[config.mk]
export PLATFORM = sky130hd
export DESIGN_NAME = seq_fuse_detect
export DESIGN_NICKNAME = d
export VERILOG_FILES = /design/src/rtl/seq_fuse_detect.sv
export SDC_FILE = /design/constraint.sdc
export NUM_CORES = 1
export LEC_CHECK = 0
export ABC_CLOCK_PERIOD_IN_PS = 4800
export CAP_MARGIN = 20
export CELL_PAD_IN_SITES_DETAIL_PLACEMENT = 1
export CELL_PAD_IN_SITES_GLOBAL_PLACEMENT = 1
export CORE_MARGIN = 2
export CORE_UTILIZATION = 47
export DETAILED_ROUTE_END_ITERATION = 6
export GPL_ROUTABILITY_DRIVEN = 0
export PLACE_DENSITY = 0.92
export SKIP_LAST_GASP = 1
export SLEW_MARGIN = 20
export SYNTH_ARGS = -nofsm -noshare
export SYNTH_HDL_FRONTEND = slang
export SYNTH_SLANG_ARGS = --single-unit
[constraint.sdc]
create_clock -name clk -period 4.8 [get_ports clk]
set_input_delay 1.44 -clock clk [delete_from_list [all_inputs] [get_ports clk]]
set_output_delay 1.44 -clock clk [all_outputs]
set_load 0.01 [all_outputs]
[src/rtl/seq_fuse_detect.sv]
// seq_fuse_detect: fuses buffered uop windows into case tokens from len_table_pkg.
// Build option SEQ_FUSE_IMM_CHECK_EN also matches immediates against the tables.
package len_table_pkg;

    typedef enum logic [2:0] {
        OP_NOP,
        OP_ADD,
        OP_SUB,
        OP_AND,
        OP_OR,
        OP_IMUL,
        OP_INC,
        OP_SHL
    } op_t;

    localparam int N_CASE  = 3;
    localparam int MAX_LEN = 2;

    localparam int LEN_LUT [N_CASE] = '{2, 2, 2};

    localparam op_t OPS_LUT [N_CASE][MAX_LEN] = '{
        '{OP_IMUL, OP_ADD},
        '{OP_AND,  OP_AND},
        '{OP_INC,  OP_SHL}
    };

`ifdef SEQ_FUSE_IMM_CHECK_EN
    localparam logic [31:0] IMM_LUT [N_CASE][MAX_LEN] = '{
        '{32'd0, 32'd0},
        '{32'd0, 32'd0},
        '{32'd1, 32'd1}
    };

    localparam logic USE_IMM_LUT [N_CASE][MAX_LEN] = '{
        '{1'b0, 1'b0},
        '{1'b0, 1'b0},
        '{1'b1, 1'b1}
    };
`endif

endpackage

module seq_fuse_detect
    import len_table_pkg::*;
#(
    parameter int  STALL_TO = 8,
    localparam int CW = (N_CASE > 1) ? $clog2(N_CASE) : 1,
    localparam int LW = $clog2(MAX_LEN + 1)
) (
    input  logic          clk,
    input  logic          rst_n,
    input  logic          in_valid,
    output logic          in_ready,
    input  op_t           in_op,
    input  logic [31:0]   in_imm,
    input  logic          in_use_imm,
    input  logic          flush,
    output logic          out_valid,
    input  logic          out_ready,
    output logic          out_fused,
    output logic [CW-1:0] out_case,
    output logic [LW-1:0] out_len,
    output op_t           out_op,
    output logic [31:0]   out_imm,
    output logic          out_use_imm
);

    typedef enum logic [1:0] {
        S_IDLE,
        S_COLLECT,
        S_EMIT,
        S_DRAIN
    } state_t;

    state_t        r_state;
    state_t        w_state_n;

    op_t           r_op  [MAX_LEN];
    logic [31:0]   r_imm [MAX_LEN];
    logic          r_uim [MAX_LEN];
    logic [LW-1:0] r_cnt;
    logic [7:0]    r_stall;

    logic          r_out_valid;
    logic          r_out_fused;
    logic [CW-1:0] r_out_case;
    logic [LW-1:0] r_out_len;
    op_t           r_out_op;
    logic [31:0]   r_out_imm;
    logic          r_out_uim;

    op_t           w_op   [MAX_LEN];
    logic [31:0]   w_imm  [MAX_LEN];
    logic          w_uim  [MAX_LEN];
    op_t           w_nop  [MAX_LEN];
    logic [31:0]   w_nimm [MAX_LEN];
    logic          w_nuim [MAX_LEN];

    logic          w_acc;
    logic [LW-1:0] w_vcnt;
    logic [LW-1:0] w_pop;
    logic [LW-1:0] w_cnt_n;
    logic          w_full;
    logic          w_pfx;
    logic          w_m;
    logic          w_hit;
    logic [CW-1:0] w_case;
    logic [LW-1:0] w_flen;
    logic          w_free;
    logic          w_fuse;
    logic          w_tmo;
    logic          w_single;
    logic          w_dec;
    logic          w_load;
    logic          w_pend;
    logic [7:0]    w_stall_n;

    assign in_ready = (r_cnt < LW'(MAX_LEN)) && !flush;
    assign w_acc    = in_valid && in_ready;
    assign w_vcnt   = r_cnt + LW'(w_acc);

    // Decisions see the window with this cycle's accepted uop appended.
    always_comb begin
        for (int i = 0; i < MAX_LEN; i++) begin
            w_op[i]  = r_op[i];
            w_imm[i] = r_imm[i];
            w_uim[i] = r_uim[i];
            if (i >= int'(r_cnt)) begin
                w_op[i]  = in_op;
                w_imm[i] = in_imm;
                w_uim[i] = in_use_imm;
            end
        end
    end

    // Descending scan so the lowest matching case index wins.
    always_comb begin
        w_full = 1'b0;
        w_pfx  = 1'b0;
        w_case = '0;
        w_flen = '0;
        w_m    = 1'b0;
        w_hit  = 1'b0;
        for (int c = N_CASE - 1; c >= 0; c--) begin
            w_m = 1'b1;
            for (int i = 0; i < MAX_LEN; i++) begin
`ifdef SEQ_FUSE_IMM_CHECK_EN
                w_hit = (w_op[i] == OPS_LUT[c][i])
                     && (w_uim[i] == USE_IMM_LUT[c][i])
                     && (!USE_IMM_LUT[c][i]
                         || (w_imm[i] == IMM_LUT[c][i]));
`else
                w_hit = (w_op[i] == OPS_LUT[c][i]);
`endif
                if ((i < LEN_LUT[c]) && (i < int'(w_vcnt)) && !w_hit) begin
                    w_m = 1'b0;
                end
            end
            if (w_m && (int'(w_vcnt) >= LEN_LUT[c])) begin
                w_full = 1'b1;
                w_case = CW'(c);
                w_flen = LW'(LEN_LUT[c]);
            end
            if (w_m && (w_vcnt != '0) && (int'(w_vcnt) < LEN_LUT[c])) begin
                w_pfx = 1'b1;
            end
        end
    end

    assign w_free   = !r_out_valid || out_ready;
    assign w_fuse   = !flush && w_full;
    assign w_tmo    = !flush && !w_full && w_pfx && !in_valid
                   && ((int'(r_stall) + 1) >= STALL_TO);
    assign w_single = (w_vcnt != '0) && !w_fuse
                   && (flush || !w_pfx || w_tmo);
    assign w_dec    = w_fuse || w_single;
    assign w_load   = w_dec && w_free;
    assign w_pend   = w_dec && !w_free;
    assign w_pop    = !w_load ? '0 : (w_fuse ? w_flen : LW'(1));
    assign w_cnt_n  = w_vcnt - w_pop;

    always_comb begin
        for (int i = 0; i < MAX_LEN; i++) begin
            w_nop[i]  = w_op[i];
            w_nimm[i] = w_imm[i];
            w_nuim[i] = w_uim[i];
            for (int j = 0; j < MAX_LEN; j++) begin
                if (j == i + int'(w_pop)) begin
                    w_nop[i]  = w_op[j];
                    w_nimm[i] = w_imm[j];
                    w_nuim[i] = w_uim[j];
                end
            end
        end
    end

    // Saturates at STALL_TO so a held timeout survives a stalled output.
    always_comb begin
        w_stall_n = r_stall;
        if (w_acc || w_load || (w_cnt_n == '0)) begin
            w_stall_n = '0;
        end else if (!w_full && w_pfx && !in_valid && !flush) begin
            if ((int'(r_stall) + 1) >= STALL_TO) begin
                w_stall_n = 8'(STALL_TO);
            end else begin
                w_stall_n = r_stall + 8'd1;
            end
        end
    end

    always_comb begin
        w_state_n = r_state;
        if (flush) begin
            w_state_n = S_DRAIN;
        end else begin
            unique case (r_state)
                S_IDLE: begin
                    if (w_pend) begin
                        w_state_n = S_EMIT;
                    end else if (w_cnt_n != '0) begin
                        w_state_n = S_COLLECT;
                    end
                end
                S_COLLECT: begin
                    if (w_tmo) begin
                        w_state_n = S_DRAIN;
                    end else if (w_pend) begin
                        w_state_n = S_EMIT;
                    end else if (w_cnt_n == '0) begin
                        w_state_n = S_IDLE;
                    end
                end
                S_EMIT: begin
                    if (w_free) begin
                        w_state_n = (w_cnt_n == '0) ? S_IDLE : S_COLLECT;
                    end
                end
                S_DRAIN: begin
                    if (w_cnt_n == '0) begin
                        w_state_n = S_IDLE;
                    end else if (w_pend) begin
                        w_state_n = S_EMIT;
                    end else begin
                        w_state_n = S_COLLECT;
                    end
                end
            endcase
        end
    end

    always_ff @(posedge clk or negedge rst_n) begin
        if (!rst_n) begin
            r_state     <= S_IDLE;
            r_cnt       <= '0;
            r_stall     <= '0;
            for (int i = 0; i < MAX_LEN; i++) begin
                r_op[i]  <= OP_NOP;
                r_imm[i] <= '0;
                r_uim[i] <= 1'b0;
            end
            r_out_valid <= 1'b0;
            r_out_fused <= 1'b0;
            r_out_case  <= '0;
            r_out_len   <= '0;
            r_out_op    <= OP_NOP;
            r_out_imm   <= '0;
            r_out_uim   <= 1'b0;
        end else begin
            r_state <= w_state_n;
            r_cnt   <= w_cnt_n;
            r_stall <= w_stall_n;
            for (int i = 0; i < MAX_LEN; i++) begin
                r_op[i]  <= w_nop[i];
                r_imm[i] <= w_nimm[i];
                r_uim[i] <= w_nuim[i];
            end
            if (w_load) begin
                r_out_valid <= 1'b1;
                r_out_fused <= w_fuse;
                r_out_case  <= w_fuse ? w_case : '0;
                r_out_len   <= w_fuse ? w_flen : LW'(1);
                r_out_op    <= w_op[0];
                r_out_imm   <= w_imm[0];
                r_out_uim   <= w_uim[0];
            end else if (out_ready) begin
                r_out_valid <= 1'b0;
            end
        end
    end

    assign out_valid   = r_out_valid;
    assign out_fused   = r_out_fused;
    assign out_case    = r_out_case;
    assign out_len     = r_out_len;
    assign out_op      = r_out_op;
    assign out_imm     = r_out_imm;
    assign out_use_imm = r_out_uim;

endmodule

### Word level (Yosys, flattened, before mapping)

Cells that the tools add are included.

| storage, ports and cells | value |
|---|---|
| register bits after elaboration | 124 |
| bits in latches | 0 |
| memory bits (writable) | 0 |
| ROM bits | 0 |
| input port bits | 41 |
| output and inout bits | 43 |
| word-level logic and storage cells | 127 |
| memories | 0 |

| operators by class | value |
|---|---|
| add/sub/neg operators | 5 |
| $mul | 0 |
| divide/modulo/power cells | 0 |
| $lt $le $gt $ge | 8 |
| equality and inequality tests | 8 |
| shifts and indexed selects | 0 |
| multiplexer cells | 40 |
| bitwise logic cells | 0 |
| reduce and logical (&&, ||, !) cells | 51 |

Operator list:

| operator | number |
|---|---|
| $mux W32 | 5 |
| $logic_not A32 Y1 | 1 |
| $logic_and A1 B1 Y1 | 28 |
| $mux W8 | 3 |
| $mux W1 | 19 |
| $mux W2 | 8 |
| $mux W3 | 5 |
| $logic_not A1 Y1 | 12 |
| $add A8 B1 Y9 const B | 1 |
| $eq A3 B3 Y1 const B | 3 |
| $ge A9 B4 Y1 const B | 1 |
| $add A8 B1 Y8 const B | 1 |
| $eq A3 B2 Y1 const B | 2 |
| $logic_or A1 B1 Y1 | 6 |
| $reduce_bool A2 Y1 | 3 |
| $ge A1 B2 Y1 const A | 2 |
| $lt A1 B2 Y1 const A | 2 |
| $lt A2 B2 Y1 const B | 2 |
| $add A1 B2 Y3 const A | 1 |
| $eq A1 B3 Y1 const A | 1 |
| $eq A3 B1 Y1 const B | 1 |
| $add A2 B1 Y2 | 1 |
| $eq A2 B2 Y1 const A | 1 |
| $ge A2 B2 Y1 const B | 1 |
| 2 further kinds | 2 |

### Longest topological paths before layout

| logic depth | value |
|---|---|
| word-level depth | 26 |
| depth in mapped cells | 14 |
| mapped depth without buffers | 11 |

### Worst setup path before layout

No wires, ideal clock.

| timing path | value |
|---|---|
| path kind | input to register |
| from | input flush |
| to | register r_stall[3] |
| setup time | 0.067 ns |
| arrival | 3.940 ns |
| data required time | 4.733 ns |
| slack | 0.793 ns |
| stages on the path | 12 |
| path through | nor2_1 and2_1 ha_1 nand2b_1 a31oi_1 a2111o_2 a31oi_4 buf_4 nor3_2 ha_1 a21oi_1 o2111a_1 |

| between the ends | value |
|---|---|
| cells in the longest elaborated chain, start to end | 26 |
| elaborated cells between the ends (all ways) | 64 |

Ends and longest elaborated chain:

| element | RTL line | RTL |
|---|---|---|
| start: declaration | 57 | `input logic flush,` |
| $logic_not A1 Y1 | n/a |  |
| $logic_and A1 B1 Y1 | 118 | `assign in_ready = (r_cnt < LW'(MAX_LEN)) && !flush;` |
| $logic_and A1 B1 Y1 | 119 | `assign w_acc = in_valid && in_ready;` |
| $add A2 B1 Y2 | 120 | `assign w_vcnt = r_cnt + LW'(w_acc);` |
| $lt A1 B2 Y1 | 155 | `if ((i < LEN_LUT[c]) && (i < int'(w_vcnt)) && !w_hit) begin` |
| $logic_and A1 B1 Y1 | 155 |  |
| $mux W1 (2 in a row) | 155 |  |
| $logic_and A1 B1 Y1 | 159 | `if (w_m && (int'(w_vcnt) >= LEN_LUT[c])) begin` |
| [... 9 more ...] | n/a |  |
| $logic_and A1 B1 Y1 | 175 | `&& (flush \|\| !w_pfx \|\| w_tmo);` |
| $logic_or A1 B1 Y1 | 176 | `assign w_dec = w_fuse \|\| w_single;` |
| $logic_and A1 B1 Y1 | 177 | `assign w_load = w_dec && w_free;` |
| $mux W2 | 179 | `assign w_pop = !w_load ? '0 : (w_fuse ? w_flen : LW'(1));` |
| $sub A2 B2 Y2 | 180 | `assign w_cnt_n = w_vcnt - w_pop;` |
| $logic_not A2 Y1 | n/a |  |
| $logic_or A1 B1 Y1 | 200 | `if (w_acc \|\| w_load \|\| (w_cnt_n == '0)) begin` |
| $mux W8 or $reduce_bool A2 Y1 (tied branches) | n/a |  |
| end signal: assignment | 271 | `r_stall <= w_stall_n;` |
| end: declaration | 82 | `logic [7:0] r_stall;` |

Parallel ways exist; a longest one is shown, timed or not.
A chain may end at the register's enable or synchronous reset.

### Worst setup path in the final report

Same ends and word-level chain as after synthesis.

==> impl_results.md <==
* Status: complete, but fails checks
* Failing checks: DRC
* Setup Slack @ Placement at 0.07260 ns
* Maximum clock rate at 218.7 MHz
* I/O Pins at 84
* Final period util at 95.24%
* Mapped cell area at 5592 um2
* Critical path fanouts, max at 8
* Worst setup EP type: flop
* Die X at 113.1 um
* Post-DR wirelength/cell at 25.42 um
* Cts repair resizes at 0
* Crit Path Category: in -> reg
* Setup-failing EPs final at 0
* Number of synthesis warnings at 0
* Slowest cell on crit path: sky130_fd_sc_hd__clkdlybuf4s50_1
* Root buffer cell: sky130_fd_sc_hd__clkbuf_16
* Data arrival time of the worst path at 4.93 ns
* Via count of the routed design at 4367
* Via count of the first global-routing pass at 4911
* Commonest cells after routing, fill and taps aside: 122 x sky130_fd_sc_hd__dfrtp_1, 82 x sky130_fd_sc_hd__clkdlybuf4s50_1, 64 x sky130_fd_sc_hd__o21ai_1, 38 x sky130_fd_sc_hd__mux2i_1, 36 x sky130_fd_sc_hd__o31ai_1
* Max-cap violations at 0
* Number of iterations in the first detailed-routing pass at 6
* First-pass GRT wire length at 28410 um
* Endpoints failing hold at 0
* Clock H-tree levels at 4
* Path class of the lowest-slack min-delay path: reg -> reg
* LEAKAGE at 2.991 nW
* Clock-pin slew of the registers on the worst-case setup and hold paths at 0.06 ns
* Proportion of power drawn by combinational gates at 45.2%
* Number of setup buffers added after CTS at 0
* Antenna violations before repair at 0
* Sequential element share of the synthesized area at 55.05%
* Antenna viol nets, final at 0
* Main synth FF type: sky130_fd_sc_hd__dfrtp_1
* Worst Clk Skew at 0.01349 ns
* Number of buffers created by CTS at 17
* Crit start category: input pin
* Later-pin clock latency in the skew report at 0.44 ns
* Antenna Diode Count at 0
* Rel. slew slack at 47.57%
* Clock tree sinks at 123
* Sw power at 2.304 mW
* Maximum clock insertion buffer count at 2
* Final HPWL from detailed placement at 9753 um
* Post-layout utilization of the core at 62.30%
* Ys async rst share at 100.0%
* Tightest Pin Transition at 0.7865 ns
* Peak supply drop at 0.4156 mV
* Cell type with the highest occurrence count on the critical path: sky130_fd_sc_hd__ha_1
* Most common library cell in the layout ignoring fill and taps: sky130_fd_sc_hd__dfrtp_1
* Std-Cell Rows at 39
* Pwr/cell area at 823.6 nW/um2
* Synthesized netlist net count at 510
* Area of the core at 11520 um2
* Minimum clock period after layout at 4.572 ns
* CTS tree: yes
* Instance count of the mapped netlist at 465
* Cells along the critical path: clkdlybuf4s50_1 > nor2_1 > and2_1 > ha_1 > nor2b_1 > o21ai_0 > o2111ai_2 > a31oi_4 > nor3_2 > ha_1 > a21oi_1 > o2111a_1
* Net switching share of the total power at 38.99%
* Vert. Die Dim at 113.1 um
* Mean Syn Cell Area at 12.02 um2
* Global-route congestion overflow total at 0
* Number of design-rule violations left by the first detailed-router iteration at 298
* Area enclosed by the die boundary at 12790 um2
* Aggregate negative setup slack at 0 ns
* Critical path required time at 5.16 ns
* Count of unique library cells instantiated by Yosys at 45
* Fraction of final layout cells with drive strength greater than 1 at 15.30%
* IO buf count at 83
* Flops & latches, synth at 123
* Initial standard-cell utilization of the core at 48.55%
* Crit-path max cell delay at 0.50 ns
* Sequential share of power at 30.9%
* Internal power at 3.605 mW
* Remaining routing DRC violations at 4
* GRT Overall Usage at 29.25%
* Post-layout worst setup margin at 0.2284 ns
* Synthesis-to-layout area growth at 28.31%
* Slew Viols, Final at 0
* Mean number of vias per cell at 6.311
* Hold buffer count at CTS at 0
* Number of nets in the finished design at 581
* Worst-case register-to-register setup slack at 1.01 ns
* Aggregate routed wire length at 17590 um
* Number of synthesized flops with an enable pin at 0
* Maximum number of pins on one net before global-route repair at 72
* RSZ-0062 raised after global routing: no
* Share of power burned in the clock network at 23.9%
[metrics by stage]
stage	hold WS, ns	total power [mW]	cell area, um2	cells
after global placement	0.4717	4.121	6533	660
after CTS	0.5034	5.896	7174	692
after global routing	0.5090	6.184	7174	692
after detailed placement	0.4842	4.339	6533	660
final	0.5001	5.909	7174	692
after floorplan	0.4621	3.399	5592	465
[power by group through the flow]
stage	registers (mW)	clock network (mW)	logic, mW
2_1_floorplan	1.79	0	1.61
3_3_place_gp	1.77	0	2.36
6_report	1.83	1.41	2.67
5_1_grt	1.86	1.46	2.86
4_1_cts	1.82	1.42	2.66
3_5_place_dp	1.81	0	2.53
[cells by family after synthesis]
| family | synth area share, % |
|---|---|
| AO/OA/AOI/OAI | 21.15 |
| XOR/XNOR | 0.4700 |
| adder cells (fa/ha/maj) | 0.8951 |
| buffers and inverters | 3.759 |
| flip-flops | 55.05 |
| multiplexers | 13.65 |
| AND/OR/NAND/NOR | 5.035 |
[final cells by class]
class	instances	area (um2)
fillers	1125	4342
multi-input cells	295	2320
repair buffers	94	935.9
well taps	143	178.9
flip-flops and latches	123	3079
inverters	5	18.77
clock inverters	13	188.9
clock buffers	19	452.9
[worst max-delay path: cells and delay by family]
| family | cells | cell delay [ns] |
|---|---|---|
| adders and majority gates | 2 | 0.57 |
| buffers and inverters | 1 | 0.50 |
| and+or+nand+nor | 4 | 1.05 |
| AOI/OAI and AO/OA | 5 | 1.37 |
[worst paths after layout]
kind / start / to / cells after the start
max: flush / r_stall[3] / 12
min: r_imm[3] / r_imm[3] / 1
max reg2reg: r_cnt[1] / r_stall[3] / 9
min reg2reg: r_imm[3] / r_imm[3] / 1
max in group asynchronous: rst_n / r_cnt[1] / 2
min in group asynchronous: rst_n / r_imm[16] / 1
[synth_stat cells (4+ instances only)]
master	n	area share, %
sky130_fd_sc_hd__nand2b_1	6	0.67
sky130_fd_sc_hd__ha_1	4	0.90
sky130_fd_sc_hd__a31oi_1	4	0.45
sky130_fd_sc_hd__clkbuf_1	20	1.3
sky130_fd_sc_hd__o21ai_0	15	1.3
sky130_fd_sc_hd__o31ai_1	36	4.8
sky130_fd_sc_hd__inv_1	5	0.34
sky130_fd_sc_hd__mux2_2	29	5.8
sky130_fd_sc_hd__o21ai_1	65	5.8
sky130_fd_sc_hd__mux2i_1	38	6.8
sky130_fd_sc_hd__buf_4	4	0.54
sky130_fd_sc_hd__o31a_1	35	5.5
sky130_fd_sc_hd__dfrtp_1	123	55
sky130_fd_sc_hd__and4_1	4	0.63
sky130_fd_sc_hd__nor2_1	6	0.40
sky130_fd_sc_hd__buf_2	15	1.3
sky130_fd_sc_hd__nand2_1	7	0.47
sky130_fd_sc_hd__mux2_1	5	1.0
[layer usage]
layer | up-vias | wire length, um | part of all wire, % | GRT usage (%)
li1 | 1891 | - | - | -
met1 | 2274 | 7482 | 43 | 37.76
met2 | 161 | 8824 | 50 | 47.47
met3 | 41 | 791 | 4.5 | 6.642
met4 | 0 | 494 | 2.8 | 13.09
met5 | - | 0 | 0 | 0
[registers in the layout, indices dropped and copies added (netlist names)]
name	flops
out_use_imm	1
r_imm	64
out_case	2
r_cnt	2
out_len	1
r_op	6
out_op	3
out_imm	32
r_uim	2
out_valid	1
out_fused	1
r_stall	8
(Power assumes the default switching activity.)
==> edit: new RTL, config.mk and constraints unchanged <==
The parameter `STALL_TO` goes from 8 to 6.
--- a/src/rtl/seq_fuse_detect.sv
+++ b/src/rtl/seq_fuse_detect.sv
@@ -43,7 +43,7 @@
 module seq_fuse_detect
     import len_table_pkg::*;
 #(
-    parameter int  STALL_TO = 8,
+    parameter int  STALL_TO = 6,
     localparam int CW = (N_CASE > 1) ? $clog2(N_CASE) : 1,
     localparam int LW = $clog2(MAX_LEN + 1)
 ) (
Function: changed (Yosys sat finds a counterexample within 10 cycles, from zero or initial values and one cycle with rst_n low).
==> edit against the unedited design <==
  * Design area rose by 1.2%
  * Synthesized area rose by 3.6%
  * Sequential cell count did not move
  * Sequential share of layout area fell by 0.49 points
  * Highest routed layer unchanged
  * Setup slack improved by 0.016 ns
  * Synthesized cell count rose by 8.4%
  * Critical endpoint is now r_stall[2]
  * Wire length fell by 14%
  * Total power fell by 7.8%
  * Non-clock buffer count fell by 2
  * Via count fell by 0.39%
  * Combinational power fell by 6%
  * Critical path depth rose by 3
==> edit: results (changes against the unedited design) <==
| Step | Metric | Reported | vs unedited |
|---|---|---|---|
| status | Result of the run | completed | was finished with violations |
| synth | Net count after synthesis | 549 | was 510 |
| clocking | Buffer count from post-CTS setup fixing | 0 | unchanged |
| global route | Via count of the first global-routing pass | 4703 | was 4911 |
| worst setup path | Arrival @ worst endpoint | 4.87 ns | was 4.93 ns |
| global route | First-pass GRT wire length | 24.4 mm | was 28.4 mm |
| synth | Portion of the post-synthesis area used by sequential elements | 53.1% | was 55.0% |
| synth | Cell types occupying the most area after synthesis | dfrtp_1 (53%), mux2_2 (7.0%), mux2i_1 (6.7%) | was dfrtp_1 (55%), mux2i_1 (6.8%), mux2_2 (5.8%) |
| power and ir drop | Worst vdd ir | 363 uV | was 416 uV |
| worst setup path | Worst setup path startpoint | in_valid | was flush |
| drt | Average detailed-routed wire length per instance | 21.1 um | was 25.4 um |
| sta | Clock skew | 0.00936 ns | was 0.0135 ns |
| cells and area | Nets@finish | 612 | was 581 |
| synth | Synth top cells by count | dfrtp_1 (123), o21ai_0 (42), mux2i_1 (39), nor2_1 (39), mux2_2 (36) | was dfrtp_1 (123), o21ai_1 (65), mux2i_1 (38) |
| worst setup path | Cell type group with the largest total delay on the critical path | compound AO/OA/AOI/OAI gates | unchanged |
| place | Number of port buffers | 83 | unchanged |
| place | Detailed placer's ending HPWL | 8.96 mm | was 9.75 mm |
| cells and area | Register containing the most flip-flops in the final layout | r_imm | unchanged |
| power and ir drop | Leak Pwr | 2.88 nW | was 2.99 nW |
| global route | GRT Total Usage | 24.2% | was 29.2% |
| clocking | Clock latency reported for the late side of the worst-skew pair | 0.42 ns | was 0.44 ns |
| global route | Largest net degree at the start of global routing | 146 | was 72 |
| synth | Yosys cell types | 47 | was 45 |
| drt | Initial DRT Pass Iterations | 4 | was 6 |
| worst setup path | Slack of the worst reg-to-reg path | 1.26 ns | was 1.01 ns |
| hold path | Startpoint of the tightest hold check path | r_imm[22] | was r_imm[3] |
| worst setup path | Max Fanout on Critical Path | 8 | unchanged |
| hold path | Min-Delay Path Class | reg2reg | unchanged |
| cells and area | Share of cells above drive strength 1 | 15.5% | was 15.3% |
| sta | Slew of the pin with the lowest slew margin | 0.766 ns | was 0.786 ns |
| cells and area | Number of flip-flops in the largest register | 64 | unchanged |
| global route | Number of antenna violations at the first check in global routing | 0 | unchanged |
| drt | Starting DRC count in detailed routing | 253 | was 298 |
| drt | Via count normalized by instance count | 6.03 | was 6.31 |
| worst setup path | Biggest cell delay along the critical path | 0.59 ns | was 0.50 ns |
## edit: cell count changes after synthesis, sizes merged, moves of 4 or more
| cell | before | now |
|---|---|---|
| and4 | 4 | 0 |
| a31oi | 6 | 2 |
| nor4 | 0 | 34 |
| o21ai | 80 | 46 |
| clkbuf | 20 | 26 |
| nor2 | 7 | 39 |
| nor3b | 1 | 9 |
## edit: worst reg2reg max path: cells and delay by family (launching register included)
kind / cells / cell delay, ns
muxes: 1 / 0.45
buffers and inverters: 2 / 0.42
adders and majority gates: 1 / 0.34
and+or+nand+nor: 3 / 0.54
DFF: 1 / 0.53
AOI/OAI and AO/OA: 5 / 1.15
## edit: kinds of logic (layout without fill, tap and decap cells)
| family | count (synthesis) | count (layout) | share of synthesized area, % |
|---|---|---|---|
| fa+ha+maj | 4 | 4 | 0.864 |
| buf+inv | 54 | 124 | 4.43 |
| xor+xnor | 2 | 2 | 0.302 |
| flops | 123 | 123 | 53.1 |
| compound gates | 134 | 134 | 16.8 |
| mux | 76 | 76 | 14.0 |
| simple gates | 111 | 111 | 10.5 |
## edit: worst paths after layout
path                                   end  cells past startpoint
worst max-delay path            r_stall[2]                     15
max in group asynchronous        r_imm[52]                      2
worst max register to register  r_stall[2]                     12
worst min register to register   r_imm[22]                      1
min in group asynchronous       r_stall[1]                      1
worst min-delay path             r_imm[22]                      1
## edit: power breakdown
part           internal (W)  switching [W]  total, W
combinational       0.00115        0.00137   0.00252
clock              0.000720       0.000423   0.00114
sequential          0.00155       0.000241   0.00179
total               0.00342        0.00203   0.00545
## edit: stage by stage
step / hold WS, ns / cell area, um2 / total power [W] / setup WS, ns / std cells
3_5_place_dp: 0.483 / 6720 / 0.00426 / -0.0710 / 695
5_1_grt: 0.508 / 7260 / 0.00578 / -0.0399 / 721
2_1_floorplan: 0.472 / 5800 / 0.00339 / 0.878 / 504
3_3_place_gp: 0.478 / 6720 / 0.00407 / 0.238 / 695
6_report: 0.497 / 7260 / 0.00545 / 0.245 / 721
4_1_cts: 0.498 / 7240 / 0.00547 / 0.141 / 721
## edit: area by class of cell
class / count / area [um2]
tap: 147 / 184
clock inverter: 3 / 15.0
timing repair buffer: 92 / 933
inverter: 6 / 22.5
clock buffer: 23 / 508
multi-input combinational: 327 / 2510
fill: 1265 / 4750
sequential: 123 / 3080
## edit: what timing repair did
item                       CTS  global route
gates resized for setup      0             3
hold buffers                 0             0
setup endpoints to repair    0             8
## edit: routing by layer
| metal | routed length [um] | up-vias | GRT usage [%] |
|---|---|---|---|
| li1 | - | 2002 | - |
| met1 | 6230 | 2206 | 27.4 |
| met2 | 7920 | 108 | 43.2 |
| met3 | 571 | 34 | 5.96 |
| met4 | 461 | 0 | 10.8 |
| met5 | 0 | - | 0 |
